### src/rtl/hazard_pkg.sv
// Shared types and constants for the pipeline hazard controller.
// Optional macro HAZARD_PERF_CNT_EN enables the stall/flush performance counters.
package hazard_pkg;

  localparam int unsigned FWD_SEL_W = 2;
  localparam int unsigned PERF_W    = 32;

  typedef enum logic [0:0] {
    RUN    = 1'b0,
    MULDIV = 1'b1
  } hz_state_t;

  localparam logic [FWD_SEL_W-1:0] FWD_REG = 2'b00;
  localparam logic [FWD_SEL_W-1:0] FWD_W   = 2'b01;
  localparam logic [FWD_SEL_W-1:0] FWD_M   = 2'b10;

endpackage

### src/rtl/pipeline_hazard_ctrl_if.sv
// Hazard-controller bundle: pipeline register indices/flags in, stall/flush/forward controls out.
// With HAZARD_PERF_CNT_EN defined the bundle also carries StallCount/FlushCount.
interface pipeline_hazard_ctrl_if #(
  parameter int unsigned REG_ADDR_WIDTH = 5
);
  logic [REG_ADDR_WIDTH-1:0] Rs1D, Rs2D, Rs1E, Rs2E, RdE, RdM, RdW;
  logic                      RegWriteM, RegWriteW, LoadE, PCSrcE, MulDivStartE;
  logic                      StallF, StallD, StallE, FlushD, FlushE, MulDivDoneE;
  logic [1:0]                ForwardAE, ForwardBE;
`ifdef HAZARD_PERF_CNT_EN
  logic [31:0]               StallCount, FlushCount;
`endif

  modport master (
    output Rs1D, Rs2D, Rs1E, Rs2E, RdE, RdM, RdW,
    output RegWriteM, RegWriteW, LoadE, PCSrcE, MulDivStartE,
    input  StallF, StallD, StallE, FlushD, FlushE, MulDivDoneE,
    input  ForwardAE, ForwardBE
`ifdef HAZARD_PERF_CNT_EN
    , input StallCount, FlushCount
`endif
  );

  modport slave (
    input  Rs1D, Rs2D, Rs1E, Rs2E, RdE, RdM, RdW,
    input  RegWriteM, RegWriteW, LoadE, PCSrcE, MulDivStartE,
    output StallF, StallD, StallE, FlushD, FlushE, MulDivDoneE,
    output ForwardAE, ForwardBE
`ifdef HAZARD_PERF_CNT_EN
    , output StallCount, FlushCount
`endif
  );

endinterface

### src/rtl/forward_sel.sv
// Operand forwarding select for one E-stage source register; M-stage result wins over W-stage.
module forward_sel
  import hazard_pkg::*;
#(
  parameter int unsigned REG_ADDR_WIDTH = 5
) (
  input  logic [REG_ADDR_WIDTH-1:0] rs_e_i,
  input  logic [REG_ADDR_WIDTH-1:0] rd_m_i,
  input  logic [REG_ADDR_WIDTH-1:0] rd_w_i,
  input  logic                      reg_write_m_i,
  input  logic                      reg_write_w_i,
  output logic [FWD_SEL_W-1:0]      fwd_sel_c_o
);

  always_comb begin
    fwd_sel_c_o = FWD_REG;
    if (reg_write_m_i && (rd_m_i != '0) && (rd_m_i == rs_e_i)) begin
      fwd_sel_c_o = FWD_M;
    end else if (reg_write_w_i && (rd_w_i != '0) && (rd_w_i == rs_e_i)) begin
      fwd_sel_c_o = FWD_W;
    end
  end

endmodule

### src/rtl/pipeline_hazard_ctrl.sv
// Stall/flush/forward sequencing for the 5-stage pipeline, including multi-cycle mul/div occupancy.
// Optional macro HAZARD_PERF_CNT_EN adds StallCount/FlushCount performance counters.
module pipeline_hazard_ctrl
  import hazard_pkg::*;
#(
  parameter int unsigned REG_ADDR_WIDTH = 5,
  parameter int unsigned MULDIV_CYCLES  = 4,
  parameter int unsigned CNT_WIDTH      = 3
) (
  input  logic                   clk,
  input  logic                   rst_n,
  pipeline_hazard_ctrl_if.slave  hz
);

  localparam logic [CNT_WIDTH-1:0] CNT_START = CNT_WIDTH'(MULDIV_CYCLES - 1);
  localparam logic [CNT_WIDTH-1:0] CNT_ONE   = CNT_WIDTH'(1);

  hz_state_t              state_q, state_d;
  logic [CNT_WIDTH-1:0]   cnt_q, cnt_d;
  logic                   stall_f_c, stall_d_c, stall_e_c, flush_d_c, flush_e_c, done_c;
  logic                   load_use_c;
  logic [FWD_SEL_W-1:0]   fwd_a_c, fwd_b_c;

  forward_sel #(.REG_ADDR_WIDTH(REG_ADDR_WIDTH)) u_fwd_a (
    .rs_e_i        (hz.Rs1E),
    .rd_m_i        (hz.RdM),
    .rd_w_i        (hz.RdW),
    .reg_write_m_i (hz.RegWriteM),
    .reg_write_w_i (hz.RegWriteW),
    .fwd_sel_c_o   (fwd_a_c)
  );

  forward_sel #(.REG_ADDR_WIDTH(REG_ADDR_WIDTH)) u_fwd_b (
    .rs_e_i        (hz.Rs2E),
    .rd_m_i        (hz.RdM),
    .rd_w_i        (hz.RdW),
    .reg_write_m_i (hz.RegWriteM),
    .reg_write_w_i (hz.RegWriteW),
    .fwd_sel_c_o   (fwd_b_c)
  );

  assign load_use_c = hz.LoadE && (hz.RdE != '0) &&
                      ((hz.RdE == hz.Rs1D) || (hz.RdE == hz.Rs2D));

  always_ff @(posedge clk or negedge rst_n) begin
    if (!rst_n) begin
      state_q <= RUN;
      cnt_q   <= '0;
    end else begin
      state_q <= state_d;
      cnt_q   <= cnt_d;
    end
  end

  // Next state and stall/flush controls; branch beats mul/div start beats load-use.
  always_comb begin
    state_d   = state_q;
    cnt_d     = cnt_q;
    stall_f_c = 1'b0;
    stall_d_c = 1'b0;
    stall_e_c = 1'b0;
    flush_d_c = 1'b0;
    flush_e_c = 1'b0;
    done_c    = 1'b0;
    case (state_q)
      RUN: begin
        if (hz.PCSrcE) begin
          flush_d_c = 1'b1;
          flush_e_c = 1'b1;
        end else if (hz.MulDivStartE && (MULDIV_CYCLES > 1)) begin
          stall_f_c = 1'b1;
          stall_d_c = 1'b1;
          stall_e_c = 1'b1;
          cnt_d     = CNT_START;
          state_d   = MULDIV;
        end else begin
          if (load_use_c) begin
            stall_f_c = 1'b1;
            stall_d_c = 1'b1;
            flush_e_c = 1'b1;
          end
          // Single-cycle configuration: the op completes in its start cycle.
          done_c = hz.MulDivStartE;
        end
      end
      MULDIV: begin
        if (cnt_q > CNT_ONE) begin
          stall_f_c = 1'b1;
          stall_d_c = 1'b1;
          stall_e_c = 1'b1;
          cnt_d     = cnt_q - CNT_ONE;
        end else begin
          done_c  = 1'b1;
          cnt_d   = '0;
          state_d = RUN;
        end
      end
      default: begin
        state_d = RUN;
        cnt_d   = '0;
      end
    endcase
  end

  // Controls are forced low while reset is asserted, independent of the clock.
  assign hz.StallF      = rst_n & stall_f_c;
  assign hz.StallD      = rst_n & stall_d_c;
  assign hz.StallE      = rst_n & stall_e_c;
  assign hz.FlushD      = rst_n & flush_d_c;
  assign hz.FlushE      = rst_n & flush_e_c;
  assign hz.MulDivDoneE = rst_n & done_c;
  assign hz.ForwardAE   = rst_n ? fwd_a_c : FWD_REG;
  assign hz.ForwardBE   = rst_n ? fwd_b_c : FWD_REG;

`ifdef HAZARD_PERF_CNT_EN
  logic [PERF_W-1:0] stall_cnt_q, flush_cnt_q;

  always_ff @(posedge clk or negedge rst_n) begin
    if (!rst_n) begin
      stall_cnt_q <= '0;
      flush_cnt_q <= '0;
    end else begin
      if (stall_f_c) stall_cnt_q <= stall_cnt_q + PERF_W'(1);
      if (flush_e_c) flush_cnt_q <= flush_cnt_q + PERF_W'(1);
    end
  end

  assign hz.StallCount = stall_cnt_q;
  assign hz.FlushCount = flush_cnt_q;
`endif

endmodule

### src/flat_wrapper.sv
// flat-port wrapper written by rule: the top's interface ports become plain ports
module pipeline_hazard_ctrl_flat import hazard_pkg::*;
#(
  parameter int unsigned REG_ADDR_WIDTH = 5,
  parameter int unsigned MULDIV_CYCLES  = 4,
  parameter int unsigned CNT_WIDTH      = 3
)
  (clk, rst_n, hz_Rs1D, hz_Rs2D, hz_Rs1E, hz_Rs2E, hz_RdE, hz_RdM, hz_RdW, hz_RegWriteM, hz_RegWriteW, hz_LoadE, hz_PCSrcE, hz_MulDivStartE, hz_StallF, hz_StallD, hz_StallE, hz_FlushD, hz_FlushE, hz_MulDivDoneE, hz_ForwardAE, hz_ForwardBE);
  pipeline_hazard_ctrl_if #(.REG_ADDR_WIDTH(REG_ADDR_WIDTH)) hz_i ();
  input  logic clk;
  input  logic rst_n;
  input wire logic [$bits(hz_i.Rs1D)-1:0] hz_Rs1D;
  input wire logic [$bits(hz_i.Rs2D)-1:0] hz_Rs2D;
  input wire logic [$bits(hz_i.Rs1E)-1:0] hz_Rs1E;
  input wire logic [$bits(hz_i.Rs2E)-1:0] hz_Rs2E;
  input wire logic [$bits(hz_i.RdE)-1:0] hz_RdE;
  input wire logic [$bits(hz_i.RdM)-1:0] hz_RdM;
  input wire logic [$bits(hz_i.RdW)-1:0] hz_RdW;
  input wire logic [$bits(hz_i.RegWriteM)-1:0] hz_RegWriteM;
  input wire logic [$bits(hz_i.RegWriteW)-1:0] hz_RegWriteW;
  input wire logic [$bits(hz_i.LoadE)-1:0] hz_LoadE;
  input wire logic [$bits(hz_i.PCSrcE)-1:0] hz_PCSrcE;
  input wire logic [$bits(hz_i.MulDivStartE)-1:0] hz_MulDivStartE;
  output wire logic [$bits(hz_i.StallF)-1:0] hz_StallF;
  output wire logic [$bits(hz_i.StallD)-1:0] hz_StallD;
  output wire logic [$bits(hz_i.StallE)-1:0] hz_StallE;
  output wire logic [$bits(hz_i.FlushD)-1:0] hz_FlushD;
  output wire logic [$bits(hz_i.FlushE)-1:0] hz_FlushE;
  output wire logic [$bits(hz_i.MulDivDoneE)-1:0] hz_MulDivDoneE;
  output wire logic [$bits(hz_i.ForwardAE)-1:0] hz_ForwardAE;
  output wire logic [$bits(hz_i.ForwardBE)-1:0] hz_ForwardBE;
  assign hz_i.Rs1D = hz_Rs1D;
  assign hz_i.Rs2D = hz_Rs2D;
  assign hz_i.Rs1E = hz_Rs1E;
  assign hz_i.Rs2E = hz_Rs2E;
  assign hz_i.RdE = hz_RdE;
  assign hz_i.RdM = hz_RdM;
  assign hz_i.RdW = hz_RdW;
  assign hz_i.RegWriteM = hz_RegWriteM;
  assign hz_i.RegWriteW = hz_RegWriteW;
  assign hz_i.LoadE = hz_LoadE;
  assign hz_i.PCSrcE = hz_PCSrcE;
  assign hz_i.MulDivStartE = hz_MulDivStartE;
  assign hz_StallF = hz_i.StallF;
  assign hz_StallD = hz_i.StallD;
  assign hz_StallE = hz_i.StallE;
  assign hz_FlushD = hz_i.FlushD;
  assign hz_FlushE = hz_i.FlushE;
  assign hz_MulDivDoneE = hz_i.MulDivDoneE;
  assign hz_ForwardAE = hz_i.ForwardAE;
  assign hz_ForwardBE = hz_i.ForwardBE;
  pipeline_hazard_ctrl #(.REG_ADDR_WIDTH(REG_ADDR_WIDTH), .MULDIV_CYCLES(MULDIV_CYCLES), .CNT_WIDTH(CNT_WIDTH)) u_core (.clk(clk), .rst_n(rst_n), .hz(hz_i));
endmodule
### config.mk
export PLATFORM = sky130hd
export DESIGN_NAME = pipeline_hazard_ctrl_flat
export DESIGN_NICKNAME = d
export VERILOG_FILES = /design/src/rtl/hazard_pkg.sv /design/src/rtl/pipeline_hazard_ctrl_if.sv /design/src/rtl/forward_sel.sv /design/src/rtl/pipeline_hazard_ctrl.sv /design/src/flat_wrapper.sv
export SDC_FILE = /design/constraint.sdc
export NUM_CORES = 1
export LEC_CHECK = 0
export CAP_MARGIN = 20
export CORE_ASPECT_RATIO = 1.4
export CORE_MARGIN = 4
export CORE_UTILIZATION = 30
export CTS_CLUSTER_DIAMETER = 200
export DETAILED_ROUTE_END_ITERATION = 10
export PLACE_DENSITY = 0.72
export SKIP_LAST_GASP = 1
export SLEW_MARGIN = 20
export SYNTH_ARGS = -nofsm -noshare
export SYNTH_HDL_FRONTEND = slang
export SYNTH_SLANG_ARGS = --single-unit
export TNS_END_PERCENT = 5
### constraint.sdc
create_clock -name clk -period 4.9 [get_ports clk]
set_input_delay 0.98 -clock clk [delete_from_list [all_inputs] [get_ports clk]]
set_output_delay 0.98 -clock clk [all_outputs]
set_load 0.05 [all_outputs]
Word-level counts from Yosys, hierarchy flattened
Cells that the tools add are included.
{"block": "totals", "out_inout_bits": 10, "input_bits": 42, "regBits": 4}
{"block": "op_classes", "n_addsub": 1, "bitwise": 6, "magnitude_cmp": 1, "n_reduce_logical": 13, "n_eq_ne": 8, "n_mux": 25}
{"cell": "5-bit == test", "count": 6}
{"cell": "5-bit nonzero test", "count": 3}
{"cell": "1-bit two-way mux", "count": 14}
{"cell": "3-bit two-way mux", "count": 3}
{"cell": "1-bit logical AND", "count": 8}
{"cell": "2-bit two-way mux", "count": 4}
{"cell": "1-bit one-hot mux with 2 select lines", "count": 3}
{"cell": "3-bit one-hot mux with 2 select lines", "count": 1}
{"cell": "1-bit AND", "count": 5}
{"cell": "2-bit inequality test, second input constant", "count": 2}
{"cell": "3-bit by 1-bit greater-than comparator with 1-bit output, second input constant", "count": 1}
{"cell": "3-bit by 1-bit subtractor with 3-bit output, second input constant", "count": 1}
{"cell": "2-bit AND reduction", "count": 1}
{"cell": "1-bit logical OR", "count": 1}
{"cell": "1-bit NOT", "count": 1}

Logic depth before layout (Yosys ltp)
Gate-level depths: netlist (run 1).
{"block": "logic_depth", "word_depth": 8, "ltp_mapped": 7, "depth_no_buf": 6}

Modules after synthesis
Synthesis (run 1) repeated with hierarchy kept, for this count alone.
{"block": "hier_totals", "hier_cells": 91, "hier_area_um2": 742.0}
{"module": "pipeline_hazard_ctrl", "instances": 1, "area_each_um2": 439.2, "cells_per_inst": 51}
{"module": "forward_sel", "instances": 2, "area_each_um2": 151.4, "cells_per_inst": 20}

Worst setup path before layout (run 1)
OpenSTA, ideal clock, no wires.
{"block": "synth_timing", "path_kind": "input-to-output", "start": "input port hz_MulDivStartE", "end": "output port hz_StallF", "setup_slack_ps": 571, "n_path_buf": 1, "arrival_time_ps": 3349, "stages": 5, "t_required_ps": 3920, "cell_sequence": "nor2b_1 nor2_1 nor3b_1 o21bai_1 buf_4"}
{"block": "synth_via", "elab_chain_cells": 4}
{"element": "start, declared", "line": "flat_wrapper.sv:23", "source": "input wire logic [$bits(hz_i.MulDivStartE)-1:0] hz_MulDivStartE;"}
{"element": "1-bit two-way mux (2 in series)"}
{"element": "1-bit one-hot mux with 2 select lines"}
{"element": "1-bit AND"}
{"element": "end, declared", "line": "flat_wrapper.sv:24", "source": "output wire logic [$bits(hz_i.StallF)-1:0] hz_StallF;"}
Every way passes these cells.

Worst setup path in the final report (run 1)
{"block": "layout_timing", "start": "input port hz_RdM[0]", "end": "output port hz_ForwardBE[0]"}
{"block": "layout_via", "elab_chain_cells": 5}
{"element": "start, declared", "line": "flat_wrapper.sv:17", "source": "input wire logic [$bits(hz_i.RdM)-1:0] hz_RdM;"}
{"element": "5-bit nonzero test", "line": "forward_sel.sv:17", "source": "if (reg_write_m_i && (rd_m_i != '0) && (rd_m_i == rs_e_i)) begin"}
{"element": "1-bit logical AND", "line": "forward_sel.sv:17"}
{"element": "1-bit logical AND (*)", "line": "forward_sel.sv:17"}
{"element": "2-bit two-way mux (*)", "line": "forward_sel.sv:17"}
{"element": "2-bit two-way mux (*)", "line": "pipeline_hazard_ctrl.sv:113", "source": "assign hz.ForwardBE = rst_n ? fwd_b_c : FWD_REG;"}
{"element": "end, declared", "line": "flat_wrapper.sv:31", "source": "output wire logic [$bits(hz_i.ForwardBE)-1:0] hz_ForwardBE;"}
Every way passes the cells marked *; elsewhere a longest branch is shown, timed or not.

==> impl_summary.txt, run 1 <==
----------------------------------------------------
[STA]
  Achievable frequency ... 227.2 MHz
  Number of slew-limit violations in the final report ... 0
  Slew at the pin closest to its max-slew limit ... 0.5154 ns
  Share of the cycle needed by the critical path after routing ... 0.8984
  Endpoints failing hold ... 0
  Slew Limit Headroom ... 0.6553
  Endpoints failing setup ... 0
  Final TNS setup ... 0 ns
  Final clock skew ... 0.005211 ns
  Minimum clock period after layout ... 4.402 ns
  Unrepaired setup endpoints after global routing ... false

[Setup path]
  Depth of the worst register-to-register path ... 5
  Worst Path Class, Setup ... in2out
  Max stage delay on crit path ... 0.84 ns
  Most used cell along the critical path ... clkdlybuf4s50_1
  Slowest stage cell on the critical path ... clkdlybuf4s50_1
  Required arrival time at the worst endpoint ... 3.92 ns
  Reg-to-reg startpoint ... u_core.cnt_q[0]
  CP Max Fanout ... 3
  Launching element type of the critical path ... input pin
  Worst reg2reg path endpoint ... u_core.cnt_q[0]
  Arrival time worst endpoint ... 3.42 ns
  Category of the worst setup path capture point ... output pin
  CP Cell Sequence ... clkdlybuf4s50_1 > or4_1 > o21ai_2 > nor4_1 > nor4_2 > clkdlybuf4s50_1
  R2R Setup Slk ... 3.40 ns

[GRT]
  Residual overflow from global routing ... 0
  Total track usage ... 0.1618
  Wire length of the first global-routing pass ... 3.981 mm
  Vias in the first global route ... 903
  Antenna violations before repair ... 0
  Maximum number of pins on one net before global-route repair ... 10

[Final layout]
  Post-synthesis to final-layout area growth ... 81.01%
  # diodes ... 0
  Fin nets ... 181
  Share of cells above drive strength 1 ... 0.07407
  Final standard cell count with taps included and fillers excluded ... 157
  Commonest cells after routing, fill and taps aside ... clkdlybuf4s50_1 (51), xor2_1 (24), xnor2_1 (6), or4_1 (5)
  Leading cell type in the layout, fill and taps excluded ... clkdlybuf4s50_1
  Finished Cell Area ... 0.001252 sq mm

[Power and ir drop]
  Power, Total ... 0.3376 mW
  Switch share ... 0.4590
  Portion of total power attributed to sequential cells ... 0.201
  Int Pwr ... 0.1827 mW
  Comb pwr share ... 0.678
  Static leakage ... 0.4801 nW
  Clock power share ... 0.121
  Power per unit of standard cell area ... 269.6 mW/mm^2
  Net Sw Power ... 0.1550 mW
  Worst VDD drop ... 0.1829 mV

[Floorplanning]
  Placeable core region ... 0.002177 sq mm
  Horiz. Die Dim ... 48.59 um
  Vertical extent of the die ... 64.83 um
  Initial core utilization ... 0.3178
  Total Die Area ... 0.003150 sq mm
  # IOs ... 52
  Floorplan row count ... 20

[Place]
  Cell area after placement ... 0.001230 sq mm
  Estimated wirelength of the detail-placed design ... 2.122 mm
  Number of input and output port buffers inserted ... 51
  Placer Congestion ... 0.7783
  Number of cells after detailed placement ... 154

[Drt]
  Post-route ant nets ... 0
  Total via count in the routed design ... 811
  Drt first pass iters ... 4
  Final routed wire length divided by cell count ... 15.15 um
  Number of design-rule violations left by the first detailed-router iteration ... 9
  Final WL ... 2.378 mm
  Average vias per placed instance ... 5.166
  DRC violations left ... 0

[Clock tree]
  Clock insertion delay at the later pin of the skew report ... 0.24 ns
  Quantity of hold-fixing buffers added after cts ... 0
  Post-CTS Setup Bufs ... 0
  CTS sink count ... 4
  Register clock-pin slew on the reported worst setup and hold paths ... 0.04 ns
  Clk buf depth ... 2
  Master cell of the clock root buffer ... clkbuf_4
  CTS tree ... yes
  Max H-tree Level ... 1
  Number of clock buffers inserted by TritonCTS ... 3
  CTS resizes ... 0

[Job]
  Max_cap viols ... 0

[Synthesis]
  FF+latch count, synth ... 4
  Library cells used by synthesis ... 28
  Synthesized netlist net count ... 125
  Fraction of the yosys area taken by sequential cells ... 0.1447
  Synthesized area per cell ... 8.542 sq um
  Number of instances in the synthesized netlist ... 81
  Post-synthesis instance area ... 691.9 sq um
  Yosys Warn Count ... 0

[Hold path]
  Hold Path Cell Cnt ... 1
  Endpoint with the worst hold slack ... u_core.cnt_q[1]
  Beginning of the worst hold path ... u_core.cnt_q[1]
  Hold Crit Class ... reg2reg

[Outcome]
  Result of the run ... finished clean

----------------------------------------------------
==> layer usage <==
metal / vias up / routed length [um] / GRT usage
met2: 55 / 1319 / 0.3333
met1: 353 / 765 / 0.1355
li1: 399 / - / -
met5: - / 0 / 0
met3: 4 / 268 / 0.05287
met4: 0 / 25 / 0.06061
==> worst max path at each step <==
stage / from / end / slack [ns] / cells after the start
final: hz_RdM[0] / hz_ForwardBE[0] / 0.50 / 6
after CTS: hz_RdM[0] / hz_ForwardBE[0] / 0.48 / 6
after floorplan: hz_MulDivStartE / hz_StallF / 0.57 / 5
after detailed placement: hz_RdM[0] / hz_ForwardBE[0] / 0.49 / 6
after global routing: hz_RdM[0] / hz_ForwardAE[0] / 0.38 / 6
after global placement: hz_RdM[0] / hz_ForwardAE[0] / 0.48 / 6
==> layout make-up <==
cell class                 instances  area [sq um]
sequential                         4         100.1
multi-input combinational         74         576.8
timing repair buffer              52         518.0
fill                             214         924.6
clock buffer                       3         22.52
tap                               22         27.53
inverter                           2         7.507
==> worst max-delay path, delay by kind of cell <==
kind	cells	cell delay, ns
buffers and inverters	2	1.33
AOI/OAI and AO/OA	1	0.17
and+or+nand+nor	3	0.94
==> power by group through the flow <==
stage / sequential (mW) / combinational (mW) / clock, mW
after global routing: 0.0710 / 0.250 / 0.0462
final: 0.0678 / 0.229 / 0.0409
after detailed placement: 0.0686 / 0.232 / 0
after floorplan: 0.0630 / 0.144 / 0
after global placement: 0.0666 / 0.224 / 0
after CTS: 0.0682 / 0.233 / 0.0416
==> stage by stage <==
step           setup slack, ns  hold WS (ns)    util
2_1_floorplan           0.5709        0.4948       -
3_3_place_gp            0.4792        0.5103  0.5649
3_5_place_dp            0.4926        0.5230  0.5649
4_1_cts                 0.4777        0.5314  0.5753
5_1_grt                 0.3802        0.5550  0.5753
6_report                0.4979        0.5257  0.5753
==> cell usage after synthesis, drive strengths merged <==
master  number  area [sq um]
xor2        24         210.2
o21ai        6         33.78
xnor2        6         52.55
or4          5         37.54
dfrtp        4         100.1
nor2         4         15.01
nor4         4         37.53
and2         3         21.27
o21bai       3         22.52
and3b        2         17.52
ha           2         25.02
inv          2         7.510
nand3        2         10.01
nor2b        2         12.51
nor3         2         10.01
nor3b        2         15.01
or4b         2         20.02
a22oi        1         7.510
buf          1         7.510
nand2b       1         6.260
o211ai       1         7.510
o31a         1         8.760
or3          1         6.260
==> state kept, by name (all words and copies together) (netlist names) <==
signal / cells
u_core.state_q: 1
u_core.cnt_q: 3
==> cells by family after synthesis <==
kind of cell	synth area share
simple gates	0.3020
fa+ha+maj	0.03616
buf+inv	0.02171
xor+xnor	0.3797
compound gates	0.1157
flops	0.1447
Power figures use the tool's default switching activity.
==> run 2, diff against run 1 <==
--- a/config.mk
+++ b/config.mk
@@ -7,14 +7,15 @@
 export LEC_CHECK = 0
 export CAP_MARGIN = 20
 export CORE_ASPECT_RATIO = 1.4
-export CORE_MARGIN = 4
+export CORE_MARGIN = 3
 export CORE_UTILIZATION = 30
 export CTS_CLUSTER_DIAMETER = 200
 export DETAILED_ROUTE_END_ITERATION = 10
-export PLACE_DENSITY = 0.72
+export PLACE_DENSITY = 0.7
 export SKIP_LAST_GASP = 1
 export SLEW_MARGIN = 20
 export SYNTH_ARGS = -nofsm -noshare
 export SYNTH_HDL_FRONTEND = slang
+export SYNTH_HIERARCHICAL = 1
 export SYNTH_SLANG_ARGS = --single-unit
 export TNS_END_PERCENT = 5
==> run 2 against run 1 <==
Count of clock-buffer cells in the layout did not move. Maximum frequency up 4.3%. Largest cell class unchanged. Cell area up 4.0%. Synthesized area up 7.2%. Combinational power increased by 4%. Non-clock buffer count stayed put. Via count up 13%. Register-to-register slack lost 0.10 ns. Clock power fell by 1%. Core utilization is 0.30 points higher. Die area decreased by 1.1%.
==> impl_summary.txt, run 2 <==
----------------------------------------------------
[Place]
  Estimated wirelength of the detail-placed design ... 2.005 mm
  Number of input and output port buffers inserted ... 51
  Placer Congestion ... 0.7930

[Clock tree]
  Quantity of hold-fixing buffers added after cts ... 0
  Clk buf depth ... 2
  CTS sink count ... 4
  Clock insertion delay at the later pin of the skew report ... 0.23 ns
  Register clock-pin slew on the reported worst setup and hold paths ... 0.04 ns
  Master cell of the clock root buffer ... clkbuf_4
  CTS resizes ... 0
  CTS tree ... yes
  Max H-tree Level ... 1
  Number of clock buffers inserted by TritonCTS ... 3
  Post-CTS Setup Bufs ... 0

[GRT]
  Maximum number of pins on one net before global-route repair ... 14
  Total track usage ... 0.1624
  Antenna violations before repair ... 0
  Wire length of the first global-routing pass ... 3.767 mm
  Vias in the first global route ... 937
  Residual overflow from global routing ... 0

[Power and ir drop]
  Int Pwr ... 0.1888 mW
  Power per unit of standard cell area ... 267.1 mW/mm^2
  Comb pwr share ... 0.683
  Clock power share ... 0.116
  Portion of total power attributed to sequential cells ... 0.201
  Net Sw Power ... 0.1591 mW
  Static leakage ... 0.4838 nW
  Worst VDD drop ... 0.1446 mV
  Switch share ... 0.4572

[Synthesis]
  Post-synthesis instance area ... 742.0 sq um
  Multiplexer share of the synthesized area ... 0
  Dominant combinational cell family by area after synthesis ... simple AND/OR/NAND/NOR gates
  FF+latch count, synth ... 4
  Post-synthesis share of cell area spent on xor and xnor gates ... 0.3069
  EDFF count, synth ... 0
  Library cell with the highest instance count after synthesis ... xor2_1
  Library cells used by synthesis ... 29
  Area share of fa/ha/maj cells after synthesis ... 0.03373
  Most frequent cells after synthesis ... xor2_1 (16), xnor2_1 (10), nor2_1 (6), nor3_1 (6), o21ai_0 (5)
  Number of instances in the synthesized netlist ... 91
  Synthesized netlist net count ... 135
  Fraction of registers with async set/reset ... 1.000
  Simple-gate share of the synthesized area ... 0.3272
  Synth Flop Type ... dfrtp_1
  Synthesized area per cell ... 8.153 sq um
  Cell types occupying the most area after synthesis ... xor2_1 (19%), dfrtp_1 (13%), xnor2_1 (12%)
  Fraction of the yosys area taken by sequential cells ... 0.1349
  Cell taking the most area after synthesis ... xor2_1
  Synth Area in Compound Gates ... 0.1771
  Area share of the largest cell type after synthesis ... 0.1889
  Yosys Warn Count ... 6

[Outcome]
  Result of the run ... finished clean

[Setup path]
  CP Max Fanout ... 3
  Slowest stage cell on the critical path ... clkdlybuf4s50_1
  Required arrival time at the worst endpoint ... 3.92 ns
  Worst Path Class, Setup ... in2out
  Category of the worst setup path capture point ... output pin
  Arrival time worst endpoint ... 3.24 ns
  Max stage delay on crit path ... 0.83 ns
  Buffers & Inverters on Critical Path ... 2
  Largest delay share family, worst path ... buffers and inverters
  Most used cell along the critical path ... clkdlybuf4s50_1
  Launching element type of the critical path ... input pin
  CP Cell Sequence ... clkdlybuf4s50_1 > or4_1 > o21ai_0 > or4b_1 > o21bai_1 > clkdlybuf4s50_1

[Final layout]
  # diodes ... 0
  Number of flip-flops in the largest register ... 3
  Share of cells above drive strength 1 ... 0.08966
  Commonest cells after routing, fill and taps aside ... clkdlybuf4s50_1 (51), xor2_1 (16), xnor2_1 (10), nor2_1 (6), nor3_1 (6)
  Sequential standard cell area ... 100.1 sq um
  Biggest registers after layout ... u_core/cnt_q x3, u_core/state_q x1
  Most flop-heavy register ... u_core/cnt_q
  Leading cell type in the layout, fill and taps excluded ... clkdlybuf4s50_1
  Post-synthesis to final-layout area growth ... 75.55%
  Count of fill cells added during filler insertion ... 235
  Total area of multi-input combinational cells ... 626.9 sq um
  Fin nets ... 191

[Hold path]
  Hold Crit Class ... reg2reg

[STA]
  Endpoints failing setup ... 0
  Endpoints failing hold ... 0
  Slew Limit Headroom ... 0.6610
  Worst hold slack after final layout ... 0.5365 ns
  Achievable frequency ... 236.9 MHz
  Slew at the pin closest to its max-slew limit ... 0.5069 ns
  Unrepaired setup endpoints after global routing ... false
  Share of the cycle needed by the critical path after routing ... 0.8614
  Final TNS setup ... 0 ns
  Number of slew-limit violations in the final report ... 0
  Final clock skew ... 0.001057 ns
  Minimum clock period after layout ... 4.221 ns

[Drt]
  Final WL ... 2.378 mm
  Number of design-rule violations left by the first detailed-router iteration ... 17
  Average vias per placed instance ... 5.473
  Final routed wire length divided by cell count ... 14.24 um
  DRC violations left ... 0
  Drt first pass iters ... 4
  Total via count in the routed design ... 914
  Post-route ant nets ... 0

[Floorplanning]
  Total Die Area ... 0.003114 sq mm
  Horiz. Die Dim ... 48.03 um
  Floorplan row count ... 20
  Placeable core region ... 0.002252 sq mm
  # IOs ... 52
  Initial core utilization ... 0.3294
  Vertical extent of the die ... 64.84 um

[Job]
  Max_cap viols ... 0

----------------------------------------------------
==> run 2: final cells by class <==
cell class | count | area share
Tap cell | 22 | 0.02113
Sequential cell | 4 | 0.07685
Inverter | 2 | 0.005764
Timing Repair Buffer | 52 | 0.3977
Multi-Input combinational cell | 84 | 0.4813
Clock buffer | 3 | 0.01729
==> run 2: layer usage <==
| metal | part of all wire | wire, um | vias to the layer above | GRT usage |
|---|---|---|---|---|
| li1 | - | - | 431 | - |
| met1 | 0.35 | 831 | 414 | 0.1474 |
| met2 | 0.51 | 1212 | 65 | 0.3063 |
| met3 | 0.12 | 292 | 4 | 0.03889 |
| met4 | 0.018 | 42 | 0 | 0.07407 |
| met5 | 0 | 0 | - | 0 |
==> run 2: cell families (layout without fill, tap and decap cells) <==
| kind of cell | count (synthesis) | count (layout) |
|---|---|---|
| simple gates | 40 | 40 |
| xor+xnor | 26 | 26 |
| compound gates | 16 | 16 |
| flops | 4 | 4 |
| buf+inv | 3 | 57 |
| fa+ha+maj | 2 | 2 |
==> run 2: power groups by stage <==
stage / logic, mW / registers [mW] / clock network (mW)
CTS: 0.239 / 0.0701 / 0.0423
floorplan: 0.153 / 0.0633 / 0
finish: 0.238 / 0.0699 / 0.0403
global placement: 0.233 / 0.0680 / 0
global route: 0.259 / 0.0728 / 0.0430
detailed placement: 0.237 / 0.0708 / 0
==> run 2: per-stage QoR <==
step	worst slack [ns]	total power [mW]	std cells	cell area [sq um]	util
floorplan	0.5704	0.2161	91	742.0	-
global placement	0.7534	0.3015	164	1280	0.5683
detailed placement	0.6854	0.3081	164	1280	0.5683
CTS	0.6757	0.3512	167	1303	0.5783
global route	0.5892	0.3746	167	1303	0.5783
finish	0.6792	0.3479	167	1303	0.5783
==> run 2: path summary, 6_finish.rpt <==
kind	from	end	slack (ns)	cells past startpoint
max	hz_RdE[1]	hz_StallF	0.68	6
max in group asynchronous	rst_n	u_core/state_q	3.72	2
min	u_core/cnt_q[1]	u_core/cnt_q[1]	0.54	1
min in group asynchronous	rst_n	u_core/cnt_q[1]	1.04	2
min reg2reg	u_core/cnt_q[1]	u_core/cnt_q[1]	0.54	1
max reg2reg	u_core/cnt_q[0]	u_core/cnt_q[0]	3.30	5
